===== config.mk =====
export PLATFORM = sky130hd
export DESIGN_NAME = prog_sequencer
export DESIGN_NICKNAME = d
export VERILOG_FILES = /design/src/rtl/prog_sequencer.sv
export SDC_FILE = /design/constraint.sdc
export NUM_CORES = 1
export LEC_CHECK = 0
export ABC_AREA = 1
export CORE_ASPECT_RATIO = 0.6
export CORE_MARGIN = 8
export CORE_UTILIZATION = 40
export CTS_BUF_LIST = sky130_fd_sc_hd__clkbuf_4
export DETAILED_ROUTE_END_ITERATION = 12
export DONT_BUFFER_PORTS = 1
export PLACE_DENSITY = 0.62
export REMOVE_ABC_BUFFERS = 1
export SYNTH_ARGS = -nofsm -noshare
export SYNTH_HDL_FRONTEND = slang
export SYNTH_SLANG_ARGS = --single-unit
export TNS_END_PERCENT = 10

===== constraint.sdc =====
create_clock -name clk -period 3.4 [get_ports clk]
set_input_delay 0.85 -clock clk [delete_from_list [all_inputs] [get_ports clk]]
set_output_delay 0.85 -clock clk [all_outputs]
set_load 0.1 [all_outputs]

===== src/rtl/prog_sequencer.sv =====
`default_nettype none
// ============================================================================
//  Module   : prog_sequencer
//  Purpose  : Program sequencer for the single-cycle core. Owns the program
//             counter and a run-control FSM implementing a 4-phase req/done
//             handshake. It generates a one-cycle core clear pulse, supports
//             stalls, counts RUN cycles (saturating) and provides an optional
//             watchdog that ends a run after MAX_CYCLES RUN cycles.
//
//  Ports    : clk         - clock, all state updates on rising edge
//             reset       - synchronous active-high reset
//             req         - run request (held high until done)
//             halt        - program finished at current prog_ctr
//             branch      - taken branch (ALU flag OR control flag)
//             target      - branch target from the PC LUT
//             stall       - hold the PC this cycle
//             prog_ctr    - current program counter (registered)
//             core_en     - high in RUN (combinational from state)
//             core_rst    - core clear: reset or CLEAR state (combinational)
//             busy        - high in CLEAR and RUN (combinational)
//             done        - run finished (registered)
//             timeout     - run ended by watchdog, valid while done = 1
//             cycle_count - RUN cycles of current/last run, saturating
//
//  Revision : 1.0  initial release
// ============================================================================
module prog_sequencer #(
    parameter int PC_W       = 12,
    parameter int START_ADDR = 0,
    parameter int CYC_W      = 16,
    parameter int MAX_CYCLES = 0
) (
    input  logic             clk,
    input  logic             reset,
    input  logic             req,
    input  logic             halt,
    input  logic             branch,
    input  logic [PC_W-1:0]  target,
    input  logic             stall,
    output logic [PC_W-1:0]  prog_ctr,
    output logic             core_en,
    output logic             core_rst,
    output logic             busy,
    output logic             done,
    output logic             timeout,
    output logic [CYC_W-1:0] cycle_count
);

    localparam logic [PC_W-1:0]  START_PC = PC_W'(START_ADDR);
    localparam logic [PC_W-1:0]  PC_ONE   = PC_W'(1);
    localparam logic [CYC_W-1:0] CYC_ONE  = CYC_W'(1);
    localparam logic [CYC_W-1:0] CYC_SAT  = '1;

    // The RUN-cycle index (cycle_count + 1) can reach 2^CYC_W, so a limit is
    // only reachable if it fits in CYC_W+1 bits. Larger limits would alias
    // after truncation, so they disable the watchdog instead.
    localparam bit WDOG_EN = (MAX_CYCLES > 0) &&
                             ($clog2(MAX_CYCLES + 1) <= CYC_W + 1);

    typedef enum logic [1:0] {
        ST_IDLE  = 2'd0,
        ST_CLEAR = 2'd1,
        ST_RUN   = 2'd2,
        ST_DONE  = 2'd3
    } state_t;

    state_t           state_q, state_d;
    logic [PC_W-1:0]  pc_q, pc_d;
    logic             done_q, done_d;
    logic             timeout_q, timeout_d;
    logic [CYC_W-1:0] cnt_q, cnt_d;

    logic             w_wdog_hit;

    // ------------------------------------------------------------------
    // Watchdog: fires when the current RUN cycle is cycle number MAX_CYCLES.
    // cnt_q holds the number of RUN cycles already retired, so the current
    // cycle's 1-based index is cnt_q + 1.
    // ------------------------------------------------------------------
    generate
        if (WDOG_EN) begin : g_wdog
            localparam logic [CYC_W:0] WDOG_LIMIT = (CYC_W + 1)'(MAX_CYCLES);
            logic [CYC_W:0] w_run_idx;
            assign w_run_idx  = {1'b0, cnt_q} + {{CYC_W{1'b0}}, 1'b1};
            assign w_wdog_hit = (w_run_idx == WDOG_LIMIT);
        end else begin : g_no_wdog
            assign w_wdog_hit = 1'b0;
        end
    endgenerate

    // ------------------------------------------------------------------
    // Next-state and registered-output logic
    // ------------------------------------------------------------------
    always_comb begin
        state_d   = state_q;
        pc_d      = pc_q;
        done_d    = done_q;
        timeout_d = timeout_q;
        cnt_d     = cnt_q;

        case (state_q)
            ST_IDLE: begin
                if (req) begin
                    state_d = ST_CLEAR;
                end
            end

            ST_CLEAR: begin
                pc_d      = START_PC;
                cnt_d     = '0;
                done_d    = 1'b0;
                timeout_d = 1'b0;
                state_d   = ST_RUN;
            end

            ST_RUN: begin
                if (!req) begin
                    // Abort: PC and counter freeze, done never rises.
                    state_d = ST_IDLE;
                end else begin
                    if (cnt_q != CYC_SAT) begin
                        cnt_d = cnt_q + CYC_ONE;
                    end
                    // A stall masks halt, watchdog and branch for this cycle.
                    if (!stall) begin
                        if (halt) begin
                            state_d   = ST_DONE;
                            done_d    = 1'b1;
                            timeout_d = 1'b0;
                        end else if (w_wdog_hit) begin
                            state_d   = ST_DONE;
                            done_d    = 1'b1;
                            timeout_d = 1'b1;
                        end else if (branch) begin
                            pc_d = target;
                        end else begin
                            pc_d = pc_q + PC_ONE;
                        end
                    end
                end
            end

            ST_DONE: begin
                // timeout and cycle_count are kept for readout after the run.
                if (!req) begin
                    state_d = ST_IDLE;
                    done_d  = 1'b0;
                end
            end

            default: begin
                state_d = ST_IDLE;
            end
        endcase
    end

    always_ff @(posedge clk) begin
        if (reset) begin
            state_q   <= ST_IDLE;
            pc_q      <= START_PC;
            done_q    <= 1'b0;
            timeout_q <= 1'b0;
            cnt_q     <= '0;
        end else begin
            state_q   <= state_d;
            pc_q      <= pc_d;
            done_q    <= done_d;
            timeout_q <= timeout_d;
            cnt_q     <= cnt_d;
        end
    end

    // ------------------------------------------------------------------
    // Outputs
    // ------------------------------------------------------------------
    assign prog_ctr    = pc_q;
    assign done        = done_q;
    assign timeout     = timeout_q;
    assign cycle_count = cnt_q;

    // Decoded from the state register; reset forces the core quiet and clear
    // even before the first edge has moved the FSM back to IDLE.
    assign core_en  = (state_q == ST_RUN) && !reset;
    assign busy     = ((state_q == ST_CLEAR) || (state_q == ST_RUN)) && !reset;
    assign core_rst = reset || (state_q == ST_CLEAR);

endmodule
`default_nettype wire


Word-level counts from Yosys, hierarchy flattened:

Index checks and enable logic that the tools add are counted.

* $add $sub $neg: 2
* eq/ne operators: 13
* muxes and demuxes: 23
* reduce and logical (&&, ||, !) cells: 13

Operators with widths (number)
* 12-bit 2-to-1 mux: 4
* 16-bit 2-to-1 mux: 2
* 16-bit case mux with 2 select lines: 1
* 12-bit case mux with 2 select lines: 1
* 16-bit by 1-bit adder with 16-bit output, second input constant: 1
* 16-bit inequality test, second input constant: 1
* 2-bit inequality test, second input constant: 7
* 12-bit by 1-bit adder with 12-bit output, second input constant: 1
* 4-bit AND reduction: 3
* 2-bit 2-to-1 mux: 5
* 2-bit case mux with 4 select lines: 1
* 1-bit 2-to-1 mux: 7
* 3-bit inequality test, second input constant: 2
* 5-bit AND reduction: 1
* 2-bit equality test, second input constant: 2
* 1-bit case mux with 3 select lines: 1
* 3-bit AND reduction: 1
* 3-bit nonzero test: 1
* 2-bit by 1-bit equality test with 1-bit output, second input constant: 1
* 1-bit logical AND: 2
* 2-bit zero test: 1
* 1-bit logical OR: 2
* 1-bit case mux with 2 select lines: 1
* 2-bit nonzero test: 1
* 1-bit zero test: 1

* register bits after elaboration: 32
* output and inout port bits: 33
* logic and storage cells: 56

Longest topological paths before layout:

* depth after elaboration: 6
* mapped depth: 11

Worst setup path before layout:

OpenSTA, ideal clock, no wires.

* path type: input -> output
* start point: in reset
* end point: out busy
* data arrival time: 2312 ps
* path slack: 238 ps
* cell stages on the path: 2
* buffers on the path: 1
* cell sequence: clkbuf_1 nor2_1

* word-level cells in the longest chain between the ends: 2

Ends and longest elaborated chain
* start, declared: line 34 `input logic reset,`
* 1-bit zero test: line 184 `assign busy = ((state_q == ST_CLEAR) || (state_q == ST_RUN)) && !reset;`
* 1-bit logical AND: line 184
* end, declared: line 43 `output logic busy,`

No other way between the ends.

Worst setup path in the final report:

* start point: reg state_q[0]
* end point: out core_en

* word-level cells in the longest chain between the ends: 2

Ends and longest elaborated chain
* start, declared: line 67 `state_t state_q, state_d;`
* start signal, assigned: line 165 `state_q <= state_d;`
* 2-bit equality test: line 183 `assign core_en = (state_q == ST_RUN) && !reset;`
* 1-bit logical AND: line 183
* end, declared: line 41 `output logic core_en,`

No other way between the ends.

==> impl_metrics.csv <==
group,metric,value,unit
route,routed_wire_length_per_instance,13.58,um
min_path,worstHoldPathCells,1,
setup_path,critical-path-max-stage-delay,0.37,ns
cts,cts-root-buf,"sky130_fd_sc_hd__clkbuf_4",
timing,layout_setup_ws,0.6207,ns
final_layout,post_layout_nonfiller_instances,420,
setup_path,path_cells,"inv_1 -> ha_1 -> inv_1 -> nor2_2 -> buf_4",
setup_path,setup.worst_path.class,"reg2out",
cts,cts.sink_count,31,
final_layout,final_layout_size_suffix_gt1_frac,0.1469,
cts,worst_skew_pair.late_latency,0.34,ns
route,drt_drc_violations_left,0,
synth,number_of_synthesized_flops_with_an_enable_pin,0,
timing,clock.fmax,359.8,MHz
timing,finalHoldViolCount,0,
timing,setup-violations-final,0,
placed_design,gp_routability_congestion,0.8196,
timing,drv_slew,0,
placed_design,buffer_ports.inserted,0,
power_and_ir_drop,power_density,532.7,nW/um^2
timing,slew-limit-headroom,0.2541,
synth,ys_seq_area_frac,0.2986,
timing,grt_setup_unrepaired,"no",
setup_path,cp-end-kind,"output pin",
placed_design,place_inst,412,
setup_path,critical-path-top-cell-by-count,"sky130_fd_sc_hd__inv_1",
setup_path,number_of_cells_on_the_worst_reg_to_reg_path,8,
cts,ctsResizeCount,0,
cts,cts_buf_count,5,
synth,synthesis.area_per_instance,6.279,um^2
synth,number_of_warning_messages_in_the_yosys_log,0,
route,routed_antenna_nets,0,
cts,cts_tree,"done",
status,outcome,"completed",
timing,clock_skew,0.002717,ns
setup_path,worst-path-buf-inv,3,
synth,postSynthRegisterBits,31,
timing,final_min_period_over_clock_period,0.8174,
setup_path,crit_path_start_kind,"register",
setup_path,path_delay_family,"buffers and inverters",
route,drt_wl_total,5704,um
synth,synth-async-reset-ratio,0,
route,route.vias.total,2094,
synth,post-synth-top-area-fraction,0.2986,
global_route,grt.total_usage,0.1492,
floorplanning,die_h,71.84,um
final_layout,post_layout_util,0.4716,
synth,syn-instance-count,331,
global_route,wire_length_of_the_first_global_routing_pass,9335,um
job,number_of_maximum_capacitance_violations,0,
synth,netlist_area_before_placement,2078,um^2
final_layout,diode_count,0,
floorplanning,die_area,7834,um^2
min_path,hp-class,"reg2reg",
timing,post-route-min-period,2.779,ns
timing,worstMarginPinSlew,1.117,ns
global_route,largest_net_degree_at_the_start_of_global_routing,25,
floorplanning,core_region_area,5030,um^2
global_route,antenna_violations_before_repair,0,
route,drt_pass1_iterations,4,
global_route,via_count_of_the_first_global_routing_pass,1867,
power_and_ir_drop,leakagePower,0.9672,nW
power_and_ir_drop,vdd_ir_drop_max,0.1983,mV
final_layout,finalNetCount,378,
placed_design,hpwl_dp,4384,um
route,drt_first_iter_violations,128,
global_route,overflow,0,
floorplanning,top_level_ports,51,
setup_path,timing.critical_path.arrival,1.93,ns
cts,cts_hold_buffers,0,
timing,hold_slack,0.5184,ns
synth,synth.top_cells.by_area,"sky130_fd_sc_hd__dfxtp_1 (30%), sky130_fd_sc_hd__nand2_1 (15%), sky130_fd_sc_hd__nor2_1 (9.9%)",
setup_path,critPathSlowestCell,"sky130_fd_sc_hd__ha_1",
cts,cts.reportedPaths.clkPinSlew,0.10,ns
floorplanning,std_cell_rows,20,
placed_design,pre_cts_slack,1.045,ns
final_layout,synth_to_final_area_change,14.15,%
setup_path,worst_ep_required_time,2.55,ns
cts,post_cts_buffers,0,
floorplanning,floorplan.initialDensity,0.4132,
synth,distinct_cell_type_count_after_synthesis,31,
final_layout,fillers,533,
synth,yosysTopAreaCell,"sky130_fd_sc_hd__dfxtp_1",
synth,ys_dominant_reg_cell,"sky130_fd_sc_hd__dfxtp_1",
floorplanning,die_x,109.1,um
cts,cts_max_level,2,
cts,clock_path_buffers,2,
setup_path,critical_path_depth,5,
timing,fin_setup_tns,0,ns
setup_path,cp_max_fo,11,
route,vias_per_cell,4.986,
## final cells by class
class	instances	area, um^2	area share
repair buffers	25	187.7	0.07911
flip-flops and latches	31	620.6	0.2616
clock buffers	5	37.54	0.01582
multi-input cells	249	1251	0.5274
well taps	66	82.58	0.03481
clock inverters	3	38.79	0.01635
inverters	41	153.9	0.06487
## metrics by stage
step           area, um^2  total power [mW]
2_1_floorplan        2021            0.8485
4_1_cts              2372             1.273
6_report             2372             1.264
3_3_place_gp         2296            0.9741
3_5_place_dp         2296            0.9761
5_1_grt              2372             1.344
## final timing paths
kind | startpoint | to | slack, ns
setup / recovery | state_q[0] | core_en | 0.62
setup reg to reg | cycle_count[1] | cycle_count[14] | 1.21
hold reg to reg | state_q[1] | state_q[1] | 0.52
hold / removal | state_q[1] | state_q[1] | 0.52
## state kept, by name, indices dropped and copies added, names as in the netlist
name / cells
prog_ctr: 12
cycle_count: 16
done: 1
state_q: 2
## cell usage after synthesis (2+ instances only)
| master | n |
|---|---|
| sky130_fd_sc_hd__ha_1 | 7 |
| sky130_fd_sc_hd__nor2_2 | 3 |
| sky130_fd_sc_hd__xnor2_1 | 2 |
| sky130_fd_sc_hd__o21ai_1 | 4 |
| sky130_fd_sc_hd__a31oi_1 | 2 |
| sky130_fd_sc_hd__nor2_4 | 2 |
| sky130_fd_sc_hd__nand3_1 | 23 |
| sky130_fd_sc_hd__o211ai_1 | 4 |
| sky130_fd_sc_hd__buf_6 | 2 |
| sky130_fd_sc_hd__clkbuf_1 | 6 |
| sky130_fd_sc_hd__o21ai_0 | 14 |
| sky130_fd_sc_hd__nand2_2 | 2 |
| sky130_fd_sc_hd__a21oi_1 | 22 |
| sky130_fd_sc_hd__dfxtp_1 | 31 |
| sky130_fd_sc_hd__nor3_1 | 3 |
| sky130_fd_sc_hd__nor2_1 | 55 |
| sky130_fd_sc_hd__a21oi_2 | 5 |
| sky130_fd_sc_hd__xor2_1 | 5 |
| sky130_fd_sc_hd__nand2_1 | 82 |
| sky130_fd_sc_hd__inv_2 | 2 |
| sky130_fd_sc_hd__inv_1 | 39 |
| sky130_fd_sc_hd__nand4_1 | 7 |
## layout by cell type, fill, tap and decap left out
cell type,Yosys,final
sky130_fd_sc_hd__inv_1,39,39
sky130_fd_sc_hd__clkbuf_4,0,5
sky130_fd_sc_hd__ha_1,7,7
sky130_fd_sc_hd__nor3_1,3,3
sky130_fd_sc_hd__inv_2,2,2
sky130_fd_sc_hd__nor3_2,1,1
sky130_fd_sc_hd__a21oi_2,5,5
sky130_fd_sc_hd__o21ai_1,4,4
sky130_fd_sc_hd__nand2_1,82,82
sky130_fd_sc_hd__conb_1,1,1
sky130_fd_sc_hd__buf_4,1,25
sky130_fd_sc_hd__nand2_2,2,2
sky130_fd_sc_hd__nand4_4,1,1
sky130_fd_sc_hd__a31oi_1,2,2
sky130_fd_sc_hd__or2_2,1,1
sky130_fd_sc_hd__nand2_4,1,1
sky130_fd_sc_hd__dfxtp_1,31,31
sky130_fd_sc_hd__bufinv_16,0,1
sky130_fd_sc_hd__a21oi_1,22,22
sky130_fd_sc_hd__nor2_2,3,5
sky130_fd_sc_hd__nand4_1,7,7
sky130_fd_sc_hd__xnor2_1,2,2
sky130_fd_sc_hd__nand3_1,23,23
sky130_fd_sc_hd__nor2_1,55,53
sky130_fd_sc_hd__o21ai_0,14,14
sky130_fd_sc_hd__clkinv_1,0,1
sky130_fd_sc_hd__xor2_1,5,5
sky130_fd_sc_hd__o211ai_1,4,4
sky130_fd_sc_hd__nor2_4,2,2
sky130_fd_sc_hd__clkinv_2,0,1
sky130_fd_sc_hd__o2111ai_1,1,1
sky130_fd_sc_hd__nand3b_1,1,1
## layer usage
metal  GRT usage  share of wire  up-vias
met1      0.2100           0.52      928
li1            -              -     1107
met5           0              0        -
met2      0.1983           0.38       51
met3     0.05998          0.091        8
met4     0.04525          0.011        0
## cells by family after synthesis
kind of cell | after synthesis | synth area share
simple gates | 182 | 0.3841
compound gates | 52 | 0.1421
buf+inv | 51 | 0.1017
flops | 31 | 0.2986
xor+xnor | 7 | 0.02950
fa+ha+maj | 7 | 0.04214
other cells | 1 | 0.001804
## where the power goes
group | total, mW | leakage (nW) | switching, mW | internal, mW
logic | 0.526 | 0.674 | 0.414 | 0.112
clock network | 0.291 | 0.0426 | 0.139 | 0.151
registers | 0.447 | 0.251 | 0.0585 | 0.389
Power figures use the tool's default switching activity.
